===== config.mk =====
export PLATFORM = sky130hd
export DESIGN_NAME = motion_tracker
export DESIGN_NICKNAME = d
export VERILOG_FILES = /design/src/rtl/motion_pkg.sv /design/src/rtl/motion_axis.sv /design/src/rtl/motion_tracker.sv
export SDC_FILE = /design/constraint.sdc
export NUM_CORES = 1
export LEC_CHECK = 0
export CORE_MARGIN = 2
export CORE_UTILIZATION = 36
export CTS_CLUSTER_SIZE = 12
export DETAILED_ROUTE_END_ITERATION = 7
export DONT_BUFFER_PORTS = 1
export GPL_ROUTABILITY_DRIVEN = 0
export SYNTH_ARGS = -nofsm -noshare
export SYNTH_HDL_FRONTEND = slang
export SYNTH_SLANG_ARGS = --single-unit

===== constraint.sdc =====
create_clock -name clk -period 2.6 [get_ports clk]
set_input_delay 0.52 -clock clk [delete_from_list [all_inputs] [get_ports clk]]
set_output_delay 0.52 -clock clk [all_outputs]
set_load 0.02 [all_outputs]

===== src/rtl/motion_pkg.sv =====
// -----------------------------------------------------------------------------
// motion_pkg
// Shared types and constants for the motion_tracker block.
//   tracker_state_t : control FSM states (WARM = priming, TRACK = updating)
//   HEAD_INC/DEC    : heading encodings (1 = increasing, 0 = decreasing)
// -----------------------------------------------------------------------------
package motion_pkg;

  typedef enum logic {
    WARM  = 1'b0,
    TRACK = 1'b1
  } tracker_state_t;

  localparam logic HEAD_INC = 1'b1;
  localparam logic HEAD_DEC = 1'b0;

endpackage


===== src/rtl/motion_axis.sv =====
// -----------------------------------------------------------------------------
// motion_axis
// One tracked position axis: previous position, signed displacement,
// dead-band compare, heading, reversal pulse and (optionally) a stall counter.
// Optional feature macro: MOTION_TRACKER_STALL_EN (stall counter present).
// Ports:
//   clk, rst_n   : clock, synchronous active-low reset
//   i_load       : priming sample (loads prev only)
//   i_track      : tracking sample (updates delta/heading/reversal)
//   i_pos        : current unsigned position
//   o_heading    : 1 = increasing, 0 = decreasing
//   o_delta      : signed pos - prev, W+1 bits
//   o_reversal   : one-cycle pulse when the heading flips
//   o_stall      : axis stationary for at least STALL_N samples
// -----------------------------------------------------------------------------
module motion_axis
  import motion_pkg::*;
#(
  parameter int W       = 10,
  parameter int DEAD    = 0,
  parameter int STALL_N = 8
) (
  input  logic              clk,
  input  logic              rst_n,
  input  logic              i_load,
  input  logic              i_track,
  input  logic [W-1:0]      i_pos,
  output logic              o_heading,
  output logic signed [W:0] o_delta,
  output logic              o_reversal,
  output logic              o_stall
);

  localparam logic signed [W:0] DEAD_S = (W+1)'(DEAD);

  logic [W-1:0]      r_prev;
  logic              r_heading;
  logic signed [W:0] r_delta;
  logic              r_reversal;
  logic signed [W:0] w_d;
  logic              w_head_nxt;

  // Zero-extending both operands makes the difference exact over the full range.
  assign w_d = {1'b0, i_pos} - {1'b0, r_prev};

  always_comb begin
    w_head_nxt = r_heading;
    if (w_d > DEAD_S)
      w_head_nxt = HEAD_INC;
    else if (w_d < -DEAD_S)
      w_head_nxt = HEAD_DEC;
  end

  always_ff @(posedge clk) begin
    if (!rst_n) begin
      r_prev     <= '0;
      r_heading  <= HEAD_INC;
      r_delta    <= '0;
      r_reversal <= 1'b0;
    end else begin
      r_reversal <= 1'b0;
      if (i_load)
        r_prev <= i_pos;
      if (i_track) begin
        r_prev     <= i_pos;
        r_delta    <= w_d;
        r_heading  <= w_head_nxt;
        r_reversal <= (w_head_nxt != r_heading);
      end
    end
  end

`ifdef MOTION_TRACKER_STALL_EN
  localparam int CW = $clog2(STALL_N + 1);
  localparam logic [CW-1:0] CNT_MAX = CW'(STALL_N);

  logic [CW-1:0] r_cnt;
  logic          w_still;

  assign w_still = (w_d <= DEAD_S) && (w_d >= -DEAD_S);

  // Saturating count of consecutive dead-band samples; motion clears it.
  always_ff @(posedge clk) begin
    if (!rst_n)
      r_cnt <= '0;
    else if (i_track) begin
      if (!w_still)
        r_cnt <= '0;
      else if (r_cnt != CNT_MAX)
        r_cnt <= r_cnt + 1'b1;
    end
  end

  assign o_stall = (r_cnt == CNT_MAX);
`else
  assign o_stall = 1'b0;
`endif

  assign o_heading  = r_heading;
  assign o_delta    = r_delta;
  assign o_reversal = r_reversal;

endmodule


===== src/rtl/motion_tracker.sv =====
// -----------------------------------------------------------------------------
// motion_tracker
// Tracks AXES unsigned positions sampled on a frame strobe and reports per-axis
// heading, signed displacement, reversal pulses and stall flags.
// Optional feature macro: MOTION_TRACKER_STALL_EN (per-axis stall counters;
// when undefined, stall is tied to 0).
// Ports:
//   clk      : clock, rising edge
//   rst_n    : synchronous active-low reset
//   sample   : frame strobe, pos captured when high
//   pos      : packed positions, axis i at [i*W +: W]
//   heading  : per-axis heading (1 = increasing)
//   delta    : packed signed displacement, axis i at [i*(W+1) +: W+1]
//   reversal : per-axis one-cycle heading-flip pulse
//   valid    : one-cycle pulse, outputs updated this cycle
//   stall    : per-axis stationary flag
// -----------------------------------------------------------------------------
module motion_tracker
  import motion_pkg::*;
#(
  parameter int W       = 10,
  parameter int AXES    = 2,
  parameter int DEAD    = 0,
  parameter int STALL_N = 8
) (
  input  logic                    clk,
  input  logic                    rst_n,
  input  logic                    sample,
  input  logic [AXES*W-1:0]       pos,
  output logic [AXES-1:0]         heading,
  output logic [AXES*(W+1)-1:0]   delta,
  output logic [AXES-1:0]         reversal,
  output logic                    valid,
  output logic [AXES-1:0]         stall
);

  tracker_state_t r_state;
  tracker_state_t w_state_nxt;
  logic           w_load;
  logic           w_track;
  logic           r_valid;

  always_ff @(posedge clk) begin
    if (!rst_n) begin
      r_state <= WARM;
      r_valid <= 1'b0;
    end else begin
      r_state <= w_state_nxt;
      r_valid <= w_track;
    end
  end

  // The first sample after reset only primes prev; later samples track.
  always_comb begin
    w_state_nxt = r_state;
    w_load      = 1'b0;
    w_track     = 1'b0;
    if (sample) begin
      if (r_state == WARM) begin
        w_load      = 1'b1;
        w_state_nxt = TRACK;
      end else begin
        w_track = 1'b1;
      end
    end
  end

  for (genvar gi = 0; gi < AXES; gi++) begin : g_axis
    motion_axis #(
      .W       (W),
      .DEAD    (DEAD),
      .STALL_N (STALL_N)
    ) u_axis (
      .clk        (clk),
      .rst_n      (rst_n),
      .i_load     (w_load),
      .i_track    (w_track),
      .i_pos      (pos[gi*W +: W]),
      .o_heading  (heading[gi]),
      .o_delta    (delta[gi*(W+1) +: W+1]),
      .o_reversal (reversal[gi]),
      .o_stall    (stall[gi])
    );
  end

  assign valid = r_valid;

endmodule

# --- Word-level counts from Yosys, hierarchy flattened ---
# Index checks and enable logic that the tools add are counted.
totals:
  reg_bits: 48
  inputBits: 23
  output_inout_bits: 29
  wordCells: 32
classes:
  add_sub_neg: 2
  n_lt_le_gt_ge: 4
  eq_ne: 2
  mux: 12
  n_reduce_logical: 2
ops:
  columns: ["operator", "n"]
  rows:
  - ["2-to-1 mux 10 bit", 4]
  - ["> comparator 11 x 1 -> 1 bit (second input constant)", 2]
  - ["< comparator 11 x 1 -> 1 bit (second input constant)", 2]
  - ["subtractor 10 x 10 -> 11 bit", 2]
  - ["2-to-1 mux 1 bit", 8]
  - ["!= test 1 bit", 2]
  - ["AND reduction 2 bit", 1]
  - ["nonzero test 2 bit", 1]

# --- Depth between registers and ports, before layout ---
# Gate-level depths: netlist of the first run.
depth:
  depth_word: 5
  mapped_depth: 10
  ltp_nobuf: 10

# --- Cells and area by module ---
# Synthesis of the first run repeated with hierarchy kept, for this count alone.
unflattened:
  cells_unflattened: 314
  area_unflattened_um2: 2811.4
modules_own_cells:
  columns: ["mod", "n_inst", "cells_each", "area_each_um2", "seq_area_each_um2"]
  rows:
  - ["motion_axis", 2, 154, 1370.1, 460.4]
  - ["motion_tracker", 1, 6, 71.3, 40.0]

# --- Worst setup path before layout of the first run ---
# OpenSTA, ideal clock, no wires.
synth_timing:
  path_kind: "input -> register"
  from: "in pos[0]"
  to: "reg g_axis[0].u_axis.r_heading"
  setup_ps: 114
  t_arrival_ps: 2486
  t_required_ps: 2486
  path_slack_ps: 0
  path_stages: 10
  n_path_buf: 0
  path_cell_list: "inv_1 -> ha_1 -> inv_1 -> fa_1 -> a21o_1 -> a221oi_2 -> o21ai_0 -> a2111oi_2 -> a31oi_1 -> a21o_1"
synth_between:
  elab_chain_cells: 4
  word_cells_on_any_way: 5
  cone_classes: "add/sub: 1; order compare: 2; mux: 2"
synth_lines:
  columns: ["element", "line_no", "source"]
  rows:
  - ["start: declaration", "motion_tracker.sv:29", "input logic [AXES*W-1:0] pos,"]
  - ["subtractor 10 x 10 -> 11 bit *", "motion_axis.sv:44", "assign w_d = {1'b0, i_pos} - {1'b0, r_prev};"]
  - ["< comparator 11 x 1 -> 1 bit", "motion_axis.sv:50", "else if (w_d < -DEAD_S)"]
  - ["2-to-1 mux 1 bit", "motion_axis.sv:50", null]
  - ["2-to-1 mux 1 bit *", "motion_axis.sv:48", "if (w_d > DEAD_S)"]
  - ["end signal: assignment", "motion_axis.sv:67", "r_heading <= w_head_nxt;"]
  - ["end: declaration", "motion_axis.sv:37", "logic r_heading;"]
# Mark *: on every way between the ends. The rest lies on a longest branch, timed or not.
# A chain may end at the register's enable or synchronous reset.

# --- Worst setup path in the final report of the first run ---
layout_timing:
  from: "reg g_axis[0].u_axis.r_prev[2]"
  to: "reg g_axis[0].u_axis.r_heading"
layout_between:
  elab_chain_cells: 4
  word_cells_on_any_way: 5
  cone_classes: "add/sub: 1; order compare: 2; mux: 2"
layout_lines:
  columns: ["element", "line_no", "source"]
  rows:
  - ["start: declaration", "motion_axis.sv:36", "logic [W-1:0] r_prev;"]
  - ["start signal: assignment", "motion_axis.sv:63", "r_prev <= i_pos;"]
  - ["start signal: assignment", "motion_axis.sv:65", "r_prev <= i_pos;"]
  - ["subtractor 10 x 10 -> 11 bit *", "motion_axis.sv:44", null]
  - ["< comparator 11 x 1 -> 1 bit", "motion_axis.sv:50", null]
  - ["2-to-1 mux 1 bit", "motion_axis.sv:50", null]
  - ["2-to-1 mux 1 bit *", "motion_axis.sv:48", null]
# Marked as above.

==> results of run 1 <==
[worst max-delay path: stages (launching register included)]
cell       delay, ns
dfxtp_1         0.34
inv_1           0.04
ha_1            0.35
o21ai_0         0.25
a2111oi_0       0.13
a311o_1         0.36
a2111oi_1       0.38
buf_4           0.19
a31oi_2         0.11
a21o_1          0.18
[cell type report]
type	instances	area, sq um	share of cell area (%)
clock buffers	6	72.6	2.28
clock inverters	1	5.00	0.157
inverters	30	113	3.53
multi-input cells	263	1770	55.6
flip-flops and latches	48	962	30.2
well taps	102	128	4.00
repair buffers	18	135	4.24
[worst min-delay path by stage]
stage          startpoint                          end  slack, ns
3_5_place_dp      r_state                      r_state       0.48
6_report            rst_n  g_axis[0].u_axis.o_delta[4]       0.33
5_1_grt             rst_n  g_axis[0].u_axis.o_delta[4]       0.31
2_1_floorplan     r_state                      r_state       0.45
3_3_place_gp      r_state                      r_state       0.46
4_1_cts             rst_n  g_axis[0].u_axis.o_delta[4]       0.32
[cells by family (layout without fill, tap and decap cells)]
logic type / count (synthesis) / in the layout / synth area share [%]
DFF: 48 / 48 / 32.9
other: 1 / 2 / 0.128
xor gates and xnor gates: 4 / 4 / 1.20
adders and majority gates: 22 / 22 / 9.94
buffers and inverters: 51 / 55 / 7.41
AOI/OAI and AO/OA: 94 / 94 / 21.9
and+or+nand+nor: 120 / 120 / 19.3
muxes: 21 / 21 / 7.19
[sequential cells by signal, indices dropped and copies added, names as in the netlist]
register / flops
r_state: 1
g_axis.u_axis.o_delta: 22
g_axis.u_axis.o_heading: 2
g_axis.u_axis.o_reversal: 2
valid: 1
g_axis.u_axis.r_prev: 20
[per-layer routing]
| layer | wire length, microns | share of wire [%] | GRT usage (%) |
|---|---|---|---|
| met1 | 3390 | 49 | 22.3 |
| met2 | 2820 | 40 | 23.0 |
| met3 | 697 | 10 | 6.58 |
| met4 | 76 | 1.1 | 5.07 |
| met5 | 0 | 0 | 0 |
[cell usage in the layout (no fill, tap or decap), drive strengths merged, types with 2 or more instances in the layout]
cell type,instances
a2111oi,4
a211oi,10
a21o,9
a21oi,27
and2,3
and3,4
buf,18
clkbuf,6
conb,2
dfxtp,48
fa,2
ha,20
inv,30
mux2i,21
nand2,25
nand2b,3
nand3,6
nor2,51
nor2b,3
nor3,10
nor4,2
nor4b,2
o2111a,2
o2111ai,2
o211ai,5
o21a,4
o21ai,18
o31a,2
or3,3
xnor2,2
xor2,2
[Yosys cell counts (all sizes together) (4+ instances only)]
master	instances	area (sq um)
a2111oi	4	47.6
a21oi	27	135
o21a	4	30.0
o21ai	18	90.1
a211oi	10	75.1
clkbuf	12	45.0
dfxtp	48	961
inv	30	113
and3	4	25.0
o211ai	5	37.5
ha	20	250
nor2	51	191
nand3	6	30.0
buf	9	58.8
nor3	10	50.1
mux2i	21	210
nand2	25	93.8
a21o	9	68.8
[power breakdown]
group | switching (mW) | internal, mW
logic | 0.261 | 0.206
clock network | 0.254 | 0.184
registers | 0.0597 | 0.780
total | 0.575 | 1.17
[stage by stage]
| stage | total power [mW] | TNS [ns] | utilization [%] | setup WS, ns |
|---|---|---|---|---|
| floorplan | 1.20 | 0 | - | 0.000302 |
| global placement | 1.30 | -0.00689 | 39.5 | -0.00689 |
| detailed placement | 1.31 | -0.230 | 39.5 | -0.108 |
| CTS | 1.75 | 0 | 40.5 | 0.0916 |
| global route | 1.86 | -0.00232 | 40.8 | -0.00232 |
| finish | 1.74 | 0 | 40.8 | 0.164 |
[repair_timing]
item	CTS	global route
buffers inserted	0	0
resized for setup	0	8
endpoints found under the setup margin	0	3
endpoints found under the hold margin	0	0
==> flow_summary.yaml, run 1 <==
finish:
  drive_gt1_share_pct: 10.4
  n_antenna_cell: 0
  fin_cells: 468
  syn2layout_area_growth_pct: 9.16
  finalInstanceArea_sq_um: 3190
  layout.nets: 411
  fillers: 800
global_route:
  antenna_found_initial: 0
  grt_pass1_wl_microns: 11300
  grt_max_degree: 27
  grtUsageTotal_pct: 16.2
  grt_overflow_total: 0
  grt_pass1_vias: 2275
power_and_ir_drop:
  ir_drop_mv: 0.201
  p_leak_nw: 1.29
  power_density_nw_per_um2: 547
clock_tree:
  cts_hold_buf: 0
  cts.sinks: 48
  clk_pin_slew_ns: 0.09
  cts_buffer_depth: 2
  htree_num_levels: 2
  cts_tree: "yes"
  numCtsBuffers: 5
  insertion_delay_ns: 0.30
  clock-root-buffer: "clkbuf_8"
sta:
  maxSlewViolCount: 0
  hold_viol: 0
  post-route-period-util_pct: 93.7
  fmax_mhz: 410
  finalClockSkew_ns: 0.0102
  finalSetupViolations: 0
  tightest_slew_ns: 0.495
  finalCriticalPeriod_ns: 2.44
  holdWs_ns: 0.332
  max_slew_margin_pct: 66.1
setup_path:
  cp_data_arrival_time_ns: 2.64
  crit_required_ns: 2.81
  reg2reg_setup_slack_ns: 0.16
  r2r-start: "g_axis[0].u_axis.r_prev[2]"
  end_kind: "flip-flop"
  r2r_cells: 9
  worstSetupPathType: "reg -> reg"
  crit_fanout: 6
  crit_start: "g_axis[0].u_axis.r_prev[2]"
  cp-start-kind: "flip-flop"
  endpoint: "g_axis[0].u_axis.o_heading"
  r2r-end: "g_axis[0].u_axis.o_heading"
logic_synthesis:
  synthFlopType: "dfxtp_1"
  synth.cell_area_sq_um: 2920
  yosys.cell_types.count: 56
  async_flop_share_pct: 0
  seq_area_frac_synth_pct: 32.9
  yosysWarnings: 0
  syn_inst: 361
  ys_seq_elements: 48
  synth_edf_count: 0
  syn_area_per_cell_sq_um: 8.09
drt:
  drt_wl_total_microns: 6980
  vias: 2485
  firstDrtPassIters: 4
  routedWlPerCell_microns: 14.9
  vias_per_cell: 5.31
  drtIter0Drc: 135
  drc_errors: 0
  antenna_left: 0
place:
  io_buffer_count: 0
  placed_cell_area_sq_um: 3080
  dp.cells: 461
  dp_hpwl_microns: 5280
floorplanning:
  rows: 32
  start_util_pct: 37.4
  pin_count: 52
  die_h_microns: 94.1
  coreArea_sq_um: 7810
  dieArea_sq_um: 8850
  die_w_microns: 94.1
outcome:
  outcome: "complete, no violations"
min_path:
  hp-class: "in -> reg"
  holdPathStages: 1
job:
  max-cap-violations: 0
(Power assumes the default switching activity.)
==> run 2, diff against run 1 <==
REMOVE_ABC_BUFFERS = 1   (was default)
==> run 2 against run 1 <==
Compared with the run above: non-clock buffer count shrank 3; utilization grew 0.21 points; register-to-register slack got worse by 0.02 ns.
==> flow_summary.yaml, run 2 (same netlist as run 1, synthesis figures left out) <==
finish:
  mostFrequentLayoutCells: "nor2_1 (51), dfxtp_1 (48), inv_1 (29)"
  drive_gt1_share_pct: 9.89
  layout.nets: 408
  syn2layout_area_growth_pct: 9.72
  largest_reg_flops: 22
  post-route-util_pct: 41.1
  n_antenna_cell: 0
  final_common_cell: "nor2_1"
setup_path:
  crit_required_ns: 2.81
  cpPeakStageDelay_ns: 0.39
  r2r-end: "g_axis[0].u_axis.o_heading"
  crit_path_frequent_cell: "a21o_1"
  crit_fanout: 3
  reg2reg_setup_slack_ns: 0.15
  r2r_cells: 9
  cp_slowest_cell: "a2111oi_2"
  r2r-start: "g_axis[0].u_axis.r_prev[0]"
  cp-start-kind: "flip-flop"
  end_kind: "flip-flop"
  worstSetupPathType: "reg -> reg"
  cp_data_arrival_time_ns: 2.66
  path_cells: "ha_1 > inv_1 > fa_2 > a21o_1 > a221oi_4 > xnor2_2 > a2111oi_2 > a31oi_2 > a21o_1"
drt:
  antenna_left: 0
  drtIter0Drc: 63
  drc_errors: 0
  firstDrtPassIters: 4
  vias: 2485
  vias_per_cell: 5.33
  drt_wl_total_microns: 6780
  routedWlPerCell_microns: 14.5
floorplanning:
  rows: 32
  pin_count: 52
  dieArea_sq_um: 8850
  die_w_microns: 94.1
  coreArea_sq_um: 7810
  start_util_pct: 37.4
  die_h_microns: 94.1
global_route:
  grt_overflow_total: 0
  grt_max_degree: 24
  grt_pass1_vias: 2478
  grtUsageTotal_pct: 15.7
  grt_pass1_wl_microns: 11300
  antenna_found_initial: 0
min_path:
  hold_path.startpoint: "rst_n"
  hold_end: "g_axis[0].u_axis.o_delta[4]"
  hp-class: "in -> reg"
  holdPathStages: 1
clock_tree:
  numCtsBuffers: 5
  insertion_delay_ns: 0.31
  cts_buffer_depth: 2
  clk_pin_slew_ns: 0.09
  cts.sinks: 48
  htree_num_levels: 2
  cts_tree: "yes"
  clock-root-buffer: "clkbuf_8"
  cts_hold_buf: 0
power_and_ir_drop:
  ir_drop_mv: 0.251
  power_mw: 1.79
  power_density_nw_per_um2: 558
  p_leak_nw: 1.29
sta:
  tightest_slew_ns: 0.507
  rsz0062_at_grt: "false"
  setup_ws_ns: 0.148
  maxSlewViolCount: 0
  hold_viol: 0
  finalSetupViolations: 0
  finalCriticalPeriod_ns: 2.45
  finalClockSkew_ns: 0.00977
  max_slew_margin_pct: 65.9
  post-route-period-util_pct: 94.3
  fmax_mhz: 408
outcome:
  outcome: "complete, no violations"
job:
  max-cap-violations: 0
place:
  io_buffer_count: 0
  dp_slack_ns: -0.259
  dp_hpwl_microns: 5230
-- run 2: cell count changes in the layout (fill, tap and decap cells not counted), sizes merged --
cell | before | now
clkinvlp | 0 | 2
clkinv | 1 | 0
buf | 18 | 15
-- run 2: worst max-delay path, delay by kind of cell (launching register included) --
family	cells	cell delay (ns)
xor+xnor	1	0.12
compound gates	5	1.32
flops	1	0.35
fa+ha+maj	2	0.51
buf+inv	1	0.05
-- run 2: worst max path at each step --
stage,from,to,cells past startpoint
after global placement,pos[0],g_axis[0].u_axis.o_reversal,11
after global routing,g_axis[0].u_axis.r_prev[0],g_axis[0].u_axis.o_heading,9
after detailed placement,pos[0],g_axis[0].u_axis.o_reversal,11
after floorplan,pos[0],g_axis[0].u_axis.o_heading,10
after CTS,g_axis[0].u_axis.r_prev[0],g_axis[0].u_axis.o_reversal,10
final,g_axis[0].u_axis.r_prev[0],g_axis[0].u_axis.o_heading,9
-- run 2: final cells by class --
cell class	instances	area, sq um
inverter	30	113
sequential	48	961
clock inverter	2	15.0
multi-input combinational	263	1790
clock buffer	6	82.6
fill	816	4600
timing repair buffer	15	113
tap	102	128
-- run 2: layer usage --
metal | routed length [microns] | up-vias | share of wire (%) | track usage (%)
li1 | - | 1272 | - | -
met4 | 123 | 0 | 1.8 | 3.99
met2 | 3430 | 66 | 51 | 29.1
met1 | 2910 | 1132 | 43 | 18.1
met5 | 0 | - | 0 | 0
met3 | 316 | 15 | 4.7 | 3.61
-- run 2: repair_timing --
item / 4_1_cts / 5_1_grt
setup endpoints to repair: 1 / 2
gates resized for setup: 1 / 7
pin swaps: 0 / 3
setup buffers: 0 / 0
-- run 2: metrics by stage --
stage / hold slack [ns] / TNS (ns) / cell area, sq um / instances
floorplan: 0.451 / 0 / 2820 / 341
global placement: 0.461 / -0.226 / 3060 / 458
detailed placement: 0.471 / -0.464 / 3060 / 458
CTS: 0.317 / 0 / 3170 / 466
global route: 0.306 / 0 / 3210 / 466
finish: 0.326 / 0 / 3210 / 466
-- run 2: power by group --
group	leakage, nW	switching [mW]	total (mW)	internal (mW)
clock network	0.0434	0.264	0.480	0.216
registers	0.394	0.0577	0.837	0.779
logic	0.852	0.264	0.470	0.207
total	1.29	0.586	1.79	1.20
==> RTL change 1, RTL diff (flow settings as in run 2) <==
The parameter `AXES` goes from 2 to 1.
--- a/src/rtl/motion_tracker.sv
+++ b/src/rtl/motion_tracker.sv
@@ -20,5 +20,5 @@
 #(
   parameter int W       = 10,
-  parameter int AXES    = 2,
+  parameter int AXES    = 1,
   parameter int DEAD    = 0,
   parameter int STALL_N = 8
Interface: changed (5 resized); port bits go from 52 to 28. The function was not compared with the original's and may differ.
==> RTL change 1 against run 2 <==
Core utilization is 0.35 points lower; design area is 52% lower; wire length is 60% lower; area after synthesis is 51% lower; worst hold slack better by 12 ps; sequential cell count is 23 lower; count of clock-buffer cells in the layout is 3 lower; sequential power is 48% lower; power is 52% lower; setup slack better by 88 ps; critical path type unchanged.
==> RTL change 1: results (changes against run 2) <==
----------------------------------------------------
[Worst setup path]
  Master of the slowest instance on the critical path ... fa_1
  WP data arrival ... 2520 ps (-140 ps)
  Maximum fanout encountered on the critical timing path ... 3 (unchanged)
  Maximum single-stage delay on the critical path ... 400 ps

[GRT]
  Global Route Usage Sum ... 13.05% (-2.7 points)
  Vias in the first global route ... 1059 (-57%)
  Largest net degree at the start of global routing ... 25 (+4.2%)
  Global-route wire length before repair ... 4498 um (-60%)
  Initial antenna violation count ... 0 (unchanged)

[Clock network]
  Number of levels the H-tree was split into ... 1 (-1)
  Clock latency of the later-clocked register in the worst-skew pair ... 270 ps (-40 ps)
  Reg clk slew, reported paths ... 90 ps (about the same)
  Clock tree root driver cell ... clkbuf_8
  Maximum buffer depth of the clock tree ... 2 (unchanged)
  Post-CTS setup-driven buffer insertion count ... 0 (unchanged)
  Number of resized instances in the post-cts repair step ... 0 (-1)
  Number of buffers created by CTS ... 3 (-2)

[Route]
  Iteration count of the initial detailed-routing pass ... 4 (unchanged)
  Number of vias per cell ... 5.121 (-4.0%)
  DRC violation total after the first TritonRoute iteration ... 21 (-67%)
  Average wire per cell in the routed design ... 12.53 um (-14%)

[Yosys]
  Leading cell types by count after synthesis ... dfxtp_1, nand2_1, inv_1, nor2b_1, mux2i_1
  Number of different library cells in the post-synthesis netlist ... 37 (-34%)
  Share of async-settable or async-resettable flops after synthesis ... 0% (unchanged)
  Sequential share of the synthesized area ... 34.84% (+2.0 points)
  Warnings from Yosys ... 0 (unchanged)
  Leading post-synthesis cells by cell area ... dfxtp_1, ha_1, mux2i_1

[Status]
  Status ... finished, final reports clean

[Finish]
  Ratio of cells with drive above 1 in the final layout ... 4.790% (-5.1 points)
  Number of flip-flops under the largest register name ... 11 (-50%)
  ANT cells ... 0 (unchanged)
  Layout net count ... 192 (-53%)

[Place]
  Half-perimeter wire length after detailed placement ... 2067 um (-60%)
  Worst-case setup slack after placement ... 8.362 ps (+267.0 ps)
  IO Port Bufs ... 0 (unchanged)

[Power]
  Leakage power of the design ... 0.6488 nW (-50%)
  IR drop worst, VDD ... 0.2876 mV (+15%)

[Worst hold path]
  Worst min path class ... in2reg

[STA]
  Worst Skew ... 8.506 ps (-1.265 ps)

----------------------------------------------------
-- RTL change 1: metrics by stage --
stage               utilization (%)  cells  instance area (sq um)  hold WS [ps]
floorplan                         -    162                   1410         467.5
global placement              39.47    211                   1478         483.8
detailed placement            39.47    211                   1478         489.6
CTS                           40.71    215                   1524         330.3
global route                  40.71    215                   1524         327.0
finish                        40.71    215                   1524         337.8
-- RTL change 1: cell type report --
class | instances | area, sq um
clock buffer | 3 | 41.29
clock inverter | 1 | 5.005
fill | 409 | 2220
inverter | 14 | 52.55
multi-input combinational | 123 | 857.1
sequential | 25 | 500.5
tap | 48 | 60.06
timing repair buffer | 1 | 7.507
-- RTL change 1: cells by family (layout without fill, tap and decap cells) --
kind of cell    after synthesis  count (layout)  synth area share, %
simple gates                 58              58                20.04
compound gates               37              37                18.47
flops                        25              25                34.84
buf+inv                      20              19                5.487
mux                          12              12                8.363
fa+ha+maj                    11              11                10.10
xor+xnor                      4               4                2.439
other cells                   1               1               0.2611
-- RTL change 1: routing by layer --
| layer | global-route usage, % | routed length (um) | vias up |
|---|---|---|---|
| li1 | - | - | 571 |
| met1 | 15.12 | 1257 | 502 |
| met2 | 21.78 | 1228 | 24 |
| met3 | 5.167 | 176 | 4 |
| met4 | 4.592 | 32 | 0 |
| met5 | 0 | 0 | - |
-- RTL change 1: final timing paths --
| path | startpoint | endpoint | slack (ps) | cells past startpoint |
|---|---|---|---|---|
| hold / removal | rst_n | g_axis[0].u_axis.o_heading | 340 | 1 |
| setup / recovery | g_axis[0].u_axis.r_prev[0] | g_axis[0].u_axis.o_heading | 240 | 10 |
| setup reg to reg | g_axis[0].u_axis.r_prev[0] | g_axis[0].u_axis.o_heading | 240 | 10 |
| hold reg to reg | r_state | r_state | 510 | 1 |
-- RTL change 1: report_power, final --
group          leakage [nW]  switching (mW)  internal, mW
combinational         0.418           0.100        0.0844
sequential            0.205          0.0297         0.406
clock                0.0255           0.124         0.107
-- RTL change 1: critical path: cells and delay by family (launching register included) --
kind	cells	cell delay (ps)
XOR/XNOR	1	170
AND/OR/NAND/NOR	1	110
AO/OA/AOI/OAI	4	810
buffers and inverters	2	240
flip-flops	1	340
adder cells (fa/ha/maj)	2	580
==> RTL change 2, RTL diff (settings of run 2) <==
Without the edit above. Add a define of `MOTION_TRACKER_STALL_EN`.
--- a/src/rtl/motion_axis.sv
+++ b/src/rtl/motion_axis.sv
@@ -14,4 +14,6 @@
 //   o_stall      : axis stationary for at least STALL_N samples
 // -----------------------------------------------------------------------------
+`define MOTION_TRACKER_STALL_EN
+
 module motion_axis
   import motion_pkg::*;
Function: changed (a bounded check fails within 10 cycles, from zero or initial values and one cycle with rst_n low).
==> RTL change 2 against run 2 <==
The run now ends with negative setup slack left; design area increased by 18%; area after synthesis increased by 8.8%; wire length increased by 11%; final cell count increased by 12%; worst hold slack got worse by 5.4 ps; setup slack got worse by 200 ps; clock power increased by 25%; non-clock buffer count increased by 25; power increased by 18%; count of clock-buffer cells in the layout decreased by 1; sequential cell count increased by 8; first-iteration DRC count increased by 24%; via count increased by 9.3%.
==> RTL change 2: results (changes against run 2) <==
----------------------------------------------------
[STA]
  Hold WS ... 320.6 ps (-5.391 ps)
  Setup TNS ... -68.21 ps (-68.21 ps)
  Worst setup margin ... -55.08 ps (-202.7 ps)
  Final setup violation count ... 2 (+2)
  Worst Skew ... 10.85 ps (+1.074 ps)

[Worst setup path]
  Reg2Reg Capture Point ... g_axis[1].u_axis.o_heading
  WP data arrival ... 2870 ps (+210 ps)
  Master of the slowest instance on the critical path ... or4_4
  Maximum fanout encountered on the critical timing path ... 2 (-1)
  Maximum single-stage delay on the critical path ... 440 ps (+50 ps)

[GRT]
  Met1 global-route usage ... 20.74% (+2.6 points)
  Met3 Usage GRT ... 3.150% (-0.46 points)
  Vias in the first global route ... 2645 (+6.7%)
  Global-route wire length before repair ... 12800 um (+13%)
  Met2 Use GR ... 26.34% (-2.8 points)

[Clock network]
  Reg clk slew, reported paths ... 120 ps (+30 ps)

[Yosys]
  Leading post-synthesis cells by cell area ... dfxtp_1, ha_1, mux2i_1
  Leading cell types by count after synthesis ... dfxtp_1, nor2_1, inv_1, nand2_1, a21oi_1
  Number of different library cells in the post-synthesis netlist ... 49 (-13%)
  Synth Area in Compound Gates ... 16.42% (-5.5 points)
  Proportion of synthesized area in mux cells ... 6.929% (-0.27 points)
  Synth Area in Adders ... 10.71% (+0.77 points)
  Sequential share of the synthesized area ... 35.28% (+2.4 points)
  Xor and xnor fraction of the mapped netlist area ... 3.858% (+2.7 points)
  FF+latch count, synth ... 56 (+17%)

[Status]
  Status ... complete, but fails checks
  Failing checks ... negative setup slack

[Finish]
  Total number of multi-input combinational cells ... 273 (+3.8%)
  Layout net count ... 462 (+13%)
  Area taken by multi-input logic gates ... 1971 sq um (+9.8%)
  Proportion of cell area spent on the clock network ... 3.070% (+0.026 points)
  Cell area after layout ... 3790 sq um (+18%)
  Clock buffer count ... 5 (-1)
  Register fraction of the total cell area ... 29.68% (-0.30 points)
  Layout fillers ... 876 (+7.4%)

[Route]
  Sum of routed wire segments on met1 ... 3515 um (+21%)
  DRC violation total after the first TritonRoute iteration ... 78 (+24%)
  Detailed-routed wire length on met3 ... 318 um (+0.63%)
  Average wire per cell in the routed design ... 14.41 um (-0.92%)
  Met2 wirelength from detailed routing ... 3607 um (+5.3%)

[Power]
  Leakage power of the design ... 1.572 nW (+22%)
  Portion of total power attributed to the clock network ... 28.5% (+1.6 points)
  Power dissipated in sequential cells ... 0.963 mW (+15%)
  Switching Share ... 30.67% (-2.1 points)

[Place]
  Instance area at placement ... 3448 sq um (+13%)

----------------------------------------------------
[RTL change 2: worst max-delay path by stage]
stage                                           from                         end  slack [ps]
after floorplan                              pos[10]  g_axis[1].u_axis.o_heading        -310
after detailed placement                     pos[10]  g_axis[1].u_axis.o_heading        -460
final                     g_axis[1].u_axis.r_prev[1]  g_axis[1].u_axis.o_heading         -60
after global placement                       pos[10]  g_axis[1].u_axis.o_heading        -390
after CTS                 g_axis[1].u_axis.r_prev[1]  g_axis[1].u_axis.o_heading         -20
after global routing      g_axis[1].u_axis.r_prev[0]  g_axis[1].u_axis.o_heading        -180
[RTL change 2: per-stage QoR]
| step | setup slack, ps | cells |
|---|---|---|
| detailed placement | -456.5 | 506 |
| CTS | -19.23 | 519 |
| finish | -55.08 | 522 |
| global placement | -394.2 | 506 |
| floorplan | -305.5 | 366 |
| global route | -180.3 | 522 |
[RTL change 2: what timing repair did]
action,CTS,global route
resized for setup,26,10
pin swaps,11,9
setup buffers,5,3
endpoints found under the setup margin,8,12
endpoints found under the hold margin,0,0
